File: config.mk
export PLATFORM = sky130hd
export DESIGN_NAME = dmem_arbiter
export DESIGN_NICKNAME = d
export VERILOG_FILES = /design/src/rtl/dmem_arbiter.sv
export SDC_FILE = /design/constraint.sdc
export NUM_CORES = 1
export LEC_CHECK = 0
export ABC_CLOCK_PERIOD_IN_PS = 3350
export CORE_UTILIZATION = 43
export DETAILED_ROUTE_END_ITERATION = 12
export PLACE_DENSITY = 0.94
export SYNTH_ARGS = -nofsm -noshare
export SYNTH_HDL_FRONTEND = slang
export SYNTH_SLANG_ARGS = --single-unit
File: constraint.sdc
create_clock -name clk -period 3.35 [get_ports clk]
set_input_delay 0.67 -clock clk [delete_from_list [all_inputs] [get_ports clk]]
set_output_delay 0.67 -clock clk [all_outputs]
set_load 0.005 [all_outputs]
File: src/rtl/dmem_arbiter.sv
// dmem_arbiter: shares one synchronous word-wide SRAM between instruction
// fetch (port 0) and load/store (port 1). It handles RISC-V sub-word loads
// and stores. sb/sh use read-modify-write.
//
// state | meaning
// IDLE  | arbitrate; latch winner operands
// RD    | SRAM read issued
// RESP  | read data returned to the granted port (ack)
// MERGE | read word merged with store byte/halfword
// WR    | SRAM write issued; ack1
// ERR   | rejected port-1 request; ack1 + err1, no SRAM access
module dmem_arbiter #(
  parameter int AW = 8
) (
  input  logic          clk,
  input  logic          rst_n,
  input  logic          req0,
  input  logic [AW+1:0] addr0,
  output logic          ack0,
  output logic [31:0]   rdata0,
  input  logic          req1,
  input  logic          we1,
  input  logic [2:0]    funct3_1,
  input  logic [AW+1:0] addr1,
  input  logic [31:0]   wdata1,
  output logic          ack1,
  output logic          err1,
  output logic [31:0]   rdata1,
  output logic          mem_en,
  output logic          mem_we,
  output logic [AW-1:0] mem_addr,
  output logic [31:0]   mem_wdata,
  input  logic [31:0]   mem_rdata,
  output logic          busy
);

  typedef enum logic [2:0] {
    S_IDLE  = 3'd0,
    S_RD    = 3'd1,
    S_RESP  = 3'd2,
    S_MERGE = 3'd3,
    S_WR    = 3'd4,
    S_ERR   = 3'd5
  } state_t;

  state_t        state_q, state_d;
  logic          last_grant_q, last_grant_d;
  logic          port_q, port_d;
  logic          we_q, we_d;
  logic [2:0]    funct3_q, funct3_d;
  logic [AW+1:0] addr_q, addr_d;
  logic [31:0]   wdata_q, wdata_d;

  logic          grant0, grant1, bad1;
  logic [1:0]    off;
  logic [7:0]    ld_byte;
  logic [15:0]   ld_half;
  logic [31:0]   ld_fmt;
  logic [31:0]   merged;

  // Round-robin: port 1 wins a tie only if port 0 was granted last.
  always_comb begin
    grant1 = req1 && (!req0 || (last_grant_q == 1'b0));
    grant0 = req0 && !grant1;
    bad1   = 1'b0;
    if (!(funct3_1 inside {3'd0, 3'd1, 3'd2, 3'd4, 3'd5})) bad1 = 1'b1;
    if (we1 && (funct3_1 > 3'd2)) bad1 = 1'b1;
    if (((funct3_1 == 3'd1) || (funct3_1 == 3'd5)) && addr1[0]) bad1 = 1'b1;
    if ((funct3_1 == 3'd2) && (addr1[1:0] != 2'b00)) bad1 = 1'b1;
  end

  // Load lane selection/extension and store lane merge from the SRAM word.
  always_comb begin
    off     = addr_q[1:0];
    ld_byte = mem_rdata[{off, 3'b000} +: 8];
    ld_half = mem_rdata[{off[1], 4'b0000} +: 16];
    case (funct3_q)
      3'd0:    ld_fmt = {{24{ld_byte[7]}}, ld_byte};
      3'd1:    ld_fmt = {{16{ld_half[15]}}, ld_half};
      3'd4:    ld_fmt = {24'd0, ld_byte};
      3'd5:    ld_fmt = {16'd0, ld_half};
      default: ld_fmt = mem_rdata;
    endcase
    merged = mem_rdata;
    if (funct3_q == 3'd0) merged[{off, 3'b000} +: 8] = wdata_q[7:0];
    else                  merged[{off[1], 4'b0000} +: 16] = wdata_q[15:0];
  end

  // Next-state and operand latching.
  always_comb begin
    state_d      = state_q;
    last_grant_d = last_grant_q;
    port_d       = port_q;
    we_d         = we_q;
    funct3_d     = funct3_q;
    addr_d       = addr_q;
    wdata_d      = wdata_q;
    case (state_q)
      S_IDLE: begin
        if (grant0) begin
          last_grant_d = 1'b0;
          port_d       = 1'b0;
          we_d         = 1'b0;
          funct3_d     = 3'd2;
          addr_d       = addr0;
          state_d      = S_RD;
        end else if (grant1) begin
          last_grant_d = 1'b1;
          port_d       = 1'b1;
          we_d         = we1;
          funct3_d     = funct3_1;
          addr_d       = addr1;
          wdata_d      = wdata1;
          if (bad1)                  state_d = S_ERR;
          else if (!we1)             state_d = S_RD;
          else if (funct3_1 == 3'd2) state_d = S_WR;
          else                       state_d = S_RD;
        end
      end
      S_RD:    state_d = we_q ? S_MERGE : S_RESP;
      S_MERGE: begin
        wdata_d = merged;
        state_d = S_WR;
      end
      S_RESP:  state_d = S_IDLE;
      S_WR:    state_d = S_IDLE;
      S_ERR:   state_d = S_IDLE;
      default: state_d = S_IDLE;
    endcase
  end

  // State and operand registers.
  always_ff @(posedge clk or negedge rst_n) begin
    if (!rst_n) begin
      state_q      <= S_IDLE;
      last_grant_q <= 1'b1;
      port_q       <= 1'b0;
      we_q         <= 1'b0;
      funct3_q     <= 3'd0;
      addr_q       <= '0;
      wdata_q      <= 32'd0;
    end else begin
      state_q      <= state_d;
      last_grant_q <= last_grant_d;
      port_q       <= port_d;
      we_q         <= we_d;
      funct3_q     <= funct3_d;
      addr_q       <= addr_d;
      wdata_q      <= wdata_d;
    end
  end

  // Outputs decoded from state so reset kills a pending write at once.
  always_comb begin
    mem_en    = (state_q == S_RD) || (state_q == S_WR);
    mem_we    = (state_q == S_WR);
    mem_addr  = addr_q[AW+1:2];
    mem_wdata = wdata_q;
    ack0      = (state_q == S_RESP) && !port_q;
    ack1      = ((state_q == S_RESP) && port_q) || (state_q == S_WR) || (state_q == S_ERR);
    err1      = (state_q == S_ERR);
    rdata0    = ack0 ? mem_rdata : 32'd0;
    rdata1    = ((state_q == S_RESP) && port_q) ? ld_fmt : 32'd0;
    busy      = (state_q != S_IDLE);
  end

endmodule

==> key figures <==
Logic synthesis
  • Yosys warns: 0
  • Yosys reg bits: 51
  • Post-synth EDFFs: 0
  • Mapped Nets: 567
  • Syn Inst Count: 470
  • Sequential element share of the synthesized area: 0.3336
  • Synth async-reset ratio: 1.000
  • Post-Syn Area: 3830 um^2
  • Area contributors post-synth: dfrtp_1, nand2_1, and2_1, o21ai_0, mux2i_1
  • Synth area leader: dfrtp_1
  • Synth top area share: 0.3267
  • Cell variety after synth: 56
  • Main synth FF type: dfrtp_1
  • Average size of a mapped cell: 8.149 um^2

Setup path
  • Reg2reg start: funct3_q[1]$_DFFE_PN0P_
  • Reg2reg end: mem_wdata[0]$_DFFE_PN0P_
  • Data arrival, critical path: 2.66 ns
  • Cells along the critical path: clkdlybuf4s50_1 -> nor2_1 -> o21ai_0 -> a21oi_1 -> a221oi_1 -> clkdlybuf4s50_1
  • Setup crit start kind: input pin
  • Crit-path max cell delay: 0.62 ns
  • Reg2reg setup slack: 0.97 ns
  • Most frequent cell on the critical path: clkdlybuf4s50_1
  • Worst Setup End Kind: primary output
  • Critical path type: input pin to primary output
  • Cells on worst reg2reg path: 4
  • Slowest cell on crit path: clkdlybuf4s50_1
  • Max FO, Critical Path: 8
  • Critical Path RT: 2.68 ns

Layout
  • Area Overhead vs Synth: 57.79%
  • Post-route cell area: 6043 um^2
  • Final Core Density: 0.6964
  • Antenna diodes: 0
  • Share of cells above drive strength 1: 0.09077
  • Nets: 757

STA
  • Final WS setup: 0.02451 ns
  • TNS Setup: 0 ns
  • Count of final setup violators: 0
  • Worst rel slew slack: 0.4248
  • Final Hold Viols: 0
  • Max Clock Freq: 300.7 MHz
  • Actual transition at the worst max-transition pin: 0.8581 ns
  • Crit share post-route: 0.9927
  • RSZ-0062 raised after global routing: yes
  • Minimum clock period: 3.325 ns
  • Worst Clk Skew: 0.01460 ns
  • Max-slew violations: 0

Floorplan
  • Die area: 9288 um^2
  • CORE AREA: 8678 um^2
  • Rows: 34
  • Die height: 96.38 um
  • IO Count: 202
  • Die X-Extent: 96.38 um
  • Starting density of the core: 0.4413

Place
  • IO Port Bufs: 201
  • HPWL after detailed placement: 12.01 mm
  • Routability Congestion: 1.026
  • Area after DPL: 5939 um^2
  • Dpl ws: 0.05825 ns

Global routing
  • Tot GR Track Use: 0.3244
  • Total grt overflow: 0
  • Vias in the first global route: 4257
  • Initial antenna violation count: 0
  • First-pass GRT wire length: 22.27 mm
  • Largest net degree at the start of global routing: 31

Drt
  • Routed vias: 4588
  • 1st-iter DRT viols: 375
  • DR vias/cell: 5.966
  • Final wirelength: 15.29 mm
  • Post-route DRC: 0
  • Initial DRT Pass Iterations: 6
  • Wire per inst: 19.89 um
  • Post-route ant nets: 0

Clock network
  • Max Root-Sink Buffers: 2
  • Reg clk slew, reported paths: 0.11 ns
  • Post-CTS setup repair buffer count: 0
  • H-tree levels: 2
  • CTS Hold Bufs: 0
  • Clk Latency, worst-skew pair: 0.32 ns
  • CTS buffer count: 5
  • # clock sinks: 51
  • Root buffer cell: clkbuf_8
  • CTS tree: yes
  • CTS resizes: 0

Run status
  • Outcome: finished clean

Power and ir drop
  • PwrDens: 709.3 nW/um^2
  • Maximum vdd drop: 0.0004625 V
  • Total leakage power: 2.493 nW

Run
  • Max-cap viol count: 0

Hold path
  • Worst Hold Class: input pin to async pin
[cell type report]
| cell class | count | area, um^2 |
|---|---|---|
| fillers | 669 | 2635 |
| multi-input cells | 360 | 2273 |
| repair buffers | 228 | 2210 |
| flip-flops and latches | 51 | 1277 |
| well taps | 108 | 135.1 |
| clock buffers | 5 | 68.82 |
| inverters | 14 | 52.55 |
| clock inverters | 3 | 26.28 |
[report_power, final]
part           total [mW]  internal [mW]  switching [mW]  leakage, nW
registers            1.23          0.922           0.307        0.603
clock network       0.392          0.154           0.238       0.0491
logic                2.67           1.41            1.26         1.84
total                4.29           2.48            1.80         2.49
[kinds of logic after synthesis]
logic type,count (synthesis),share of synthesized area
compound gates,141,0.2601
flops,51,0.3336
buf+inv,59,0.07677
simple gates,193,0.2558
fa+ha+maj,5,0.01633
mux,21,0.05750
[layer usage]
metal / track usage / vias to the layer above / part of all wire
met3: 0.07512 / 65 / 0.10
met5: 0 / - / 0
met2: 0.5839 / 303 / 0.50
li1: - / 2075 / -
met1: 0.3619 / 2145 / 0.35
met4: 0.1507 / 0 / 0.048
[sequential cells by signal, summed over array words and instances (netlist names)]
signal / count
funct3_q: 3
addr_q: 10
we_q: 1
last_grant_q: 1
state_q: 3
mem_wdata: 32
port_q: 1
[critical path: cells and delay by family]
kind,cells,cell delay [ns]
AO/OA/AOI/OAI,3,0.74
buffers and inverters,2,1.18
AND/OR/NAND/NOR,1,0.07
[cell usage in the layout (no fill, tap or decap), drive strengths merged, types with 6 or more instances in the layout]
cell           Yosys  final
o22ai             18     18
a221oi             9      9
a211oi             6      6
a21oi             18     18
inv               13     15
clkdlybuf4s50      0    200
dfrtp             50     50
nor2              24     24
o21ai             38     38
and2              40     40
a221o              8      8
or3                6      6
nor2b              7      7
nor3              15     15
a2bb2oi            8      8
a31oi              7      7
a22oi              7      7
buf               30     28
mux2i             13     13
nand2             70     70
mux2               8      8
a22o              11     11
nand3             13     13
[how the worst max path moves through the flow]
stage                            startpoint          to  slack (ns)
CTS                 funct3_q[1]$_DFFE_PN0P_  rdata1[15]       0.001
detailed placement            mem_rdata[23]  rdata1[15]        0.06
global placement              mem_rdata[23]   rdata1[9]        0.12
floorplan           funct3_q[1]$_DFFE_PN0P_  rdata1[15]        1.12
finish                        mem_rdata[23]  rdata1[15]        0.02
global route                  mem_rdata[23]  rdata1[15]       -0.03
[metrics by stage]
stage          hold slack, ns  power (mW)  cells
2_1_floorplan          0.3744       2.608    470
3_3_place_gp           0.4620       3.760    761
3_5_place_dp           0.4690       3.853    761
4_1_cts                0.3156       4.249    769
5_1_grt                0.3405       4.570    769
6_report               0.3099       4.287    769
[synth_stat cells, drive strengths merged (2+ instances only)]
cell / instances
a211oi: 6
a21boi: 2
a21oi: 18
a221o: 8
a221oi: 9
a22o: 11
a22oi: 7
a2bb2oi: 8
a31oi: 7
and2: 40
and3b: 2
and4: 2
buf: 30
clkbuf: 15
dfrtp: 50
ha: 5
inv: 13
mux2: 8
mux2i: 13
nand2: 70
nand2b: 2
nand3: 13
nor2: 24
nor2b: 7
nor3: 15
nor3b: 5
nor4b: 2
o21ai: 38
o221ai: 3
o22ai: 18
or3: 6
No activity file was read; power rests on OpenSTA's default activity.
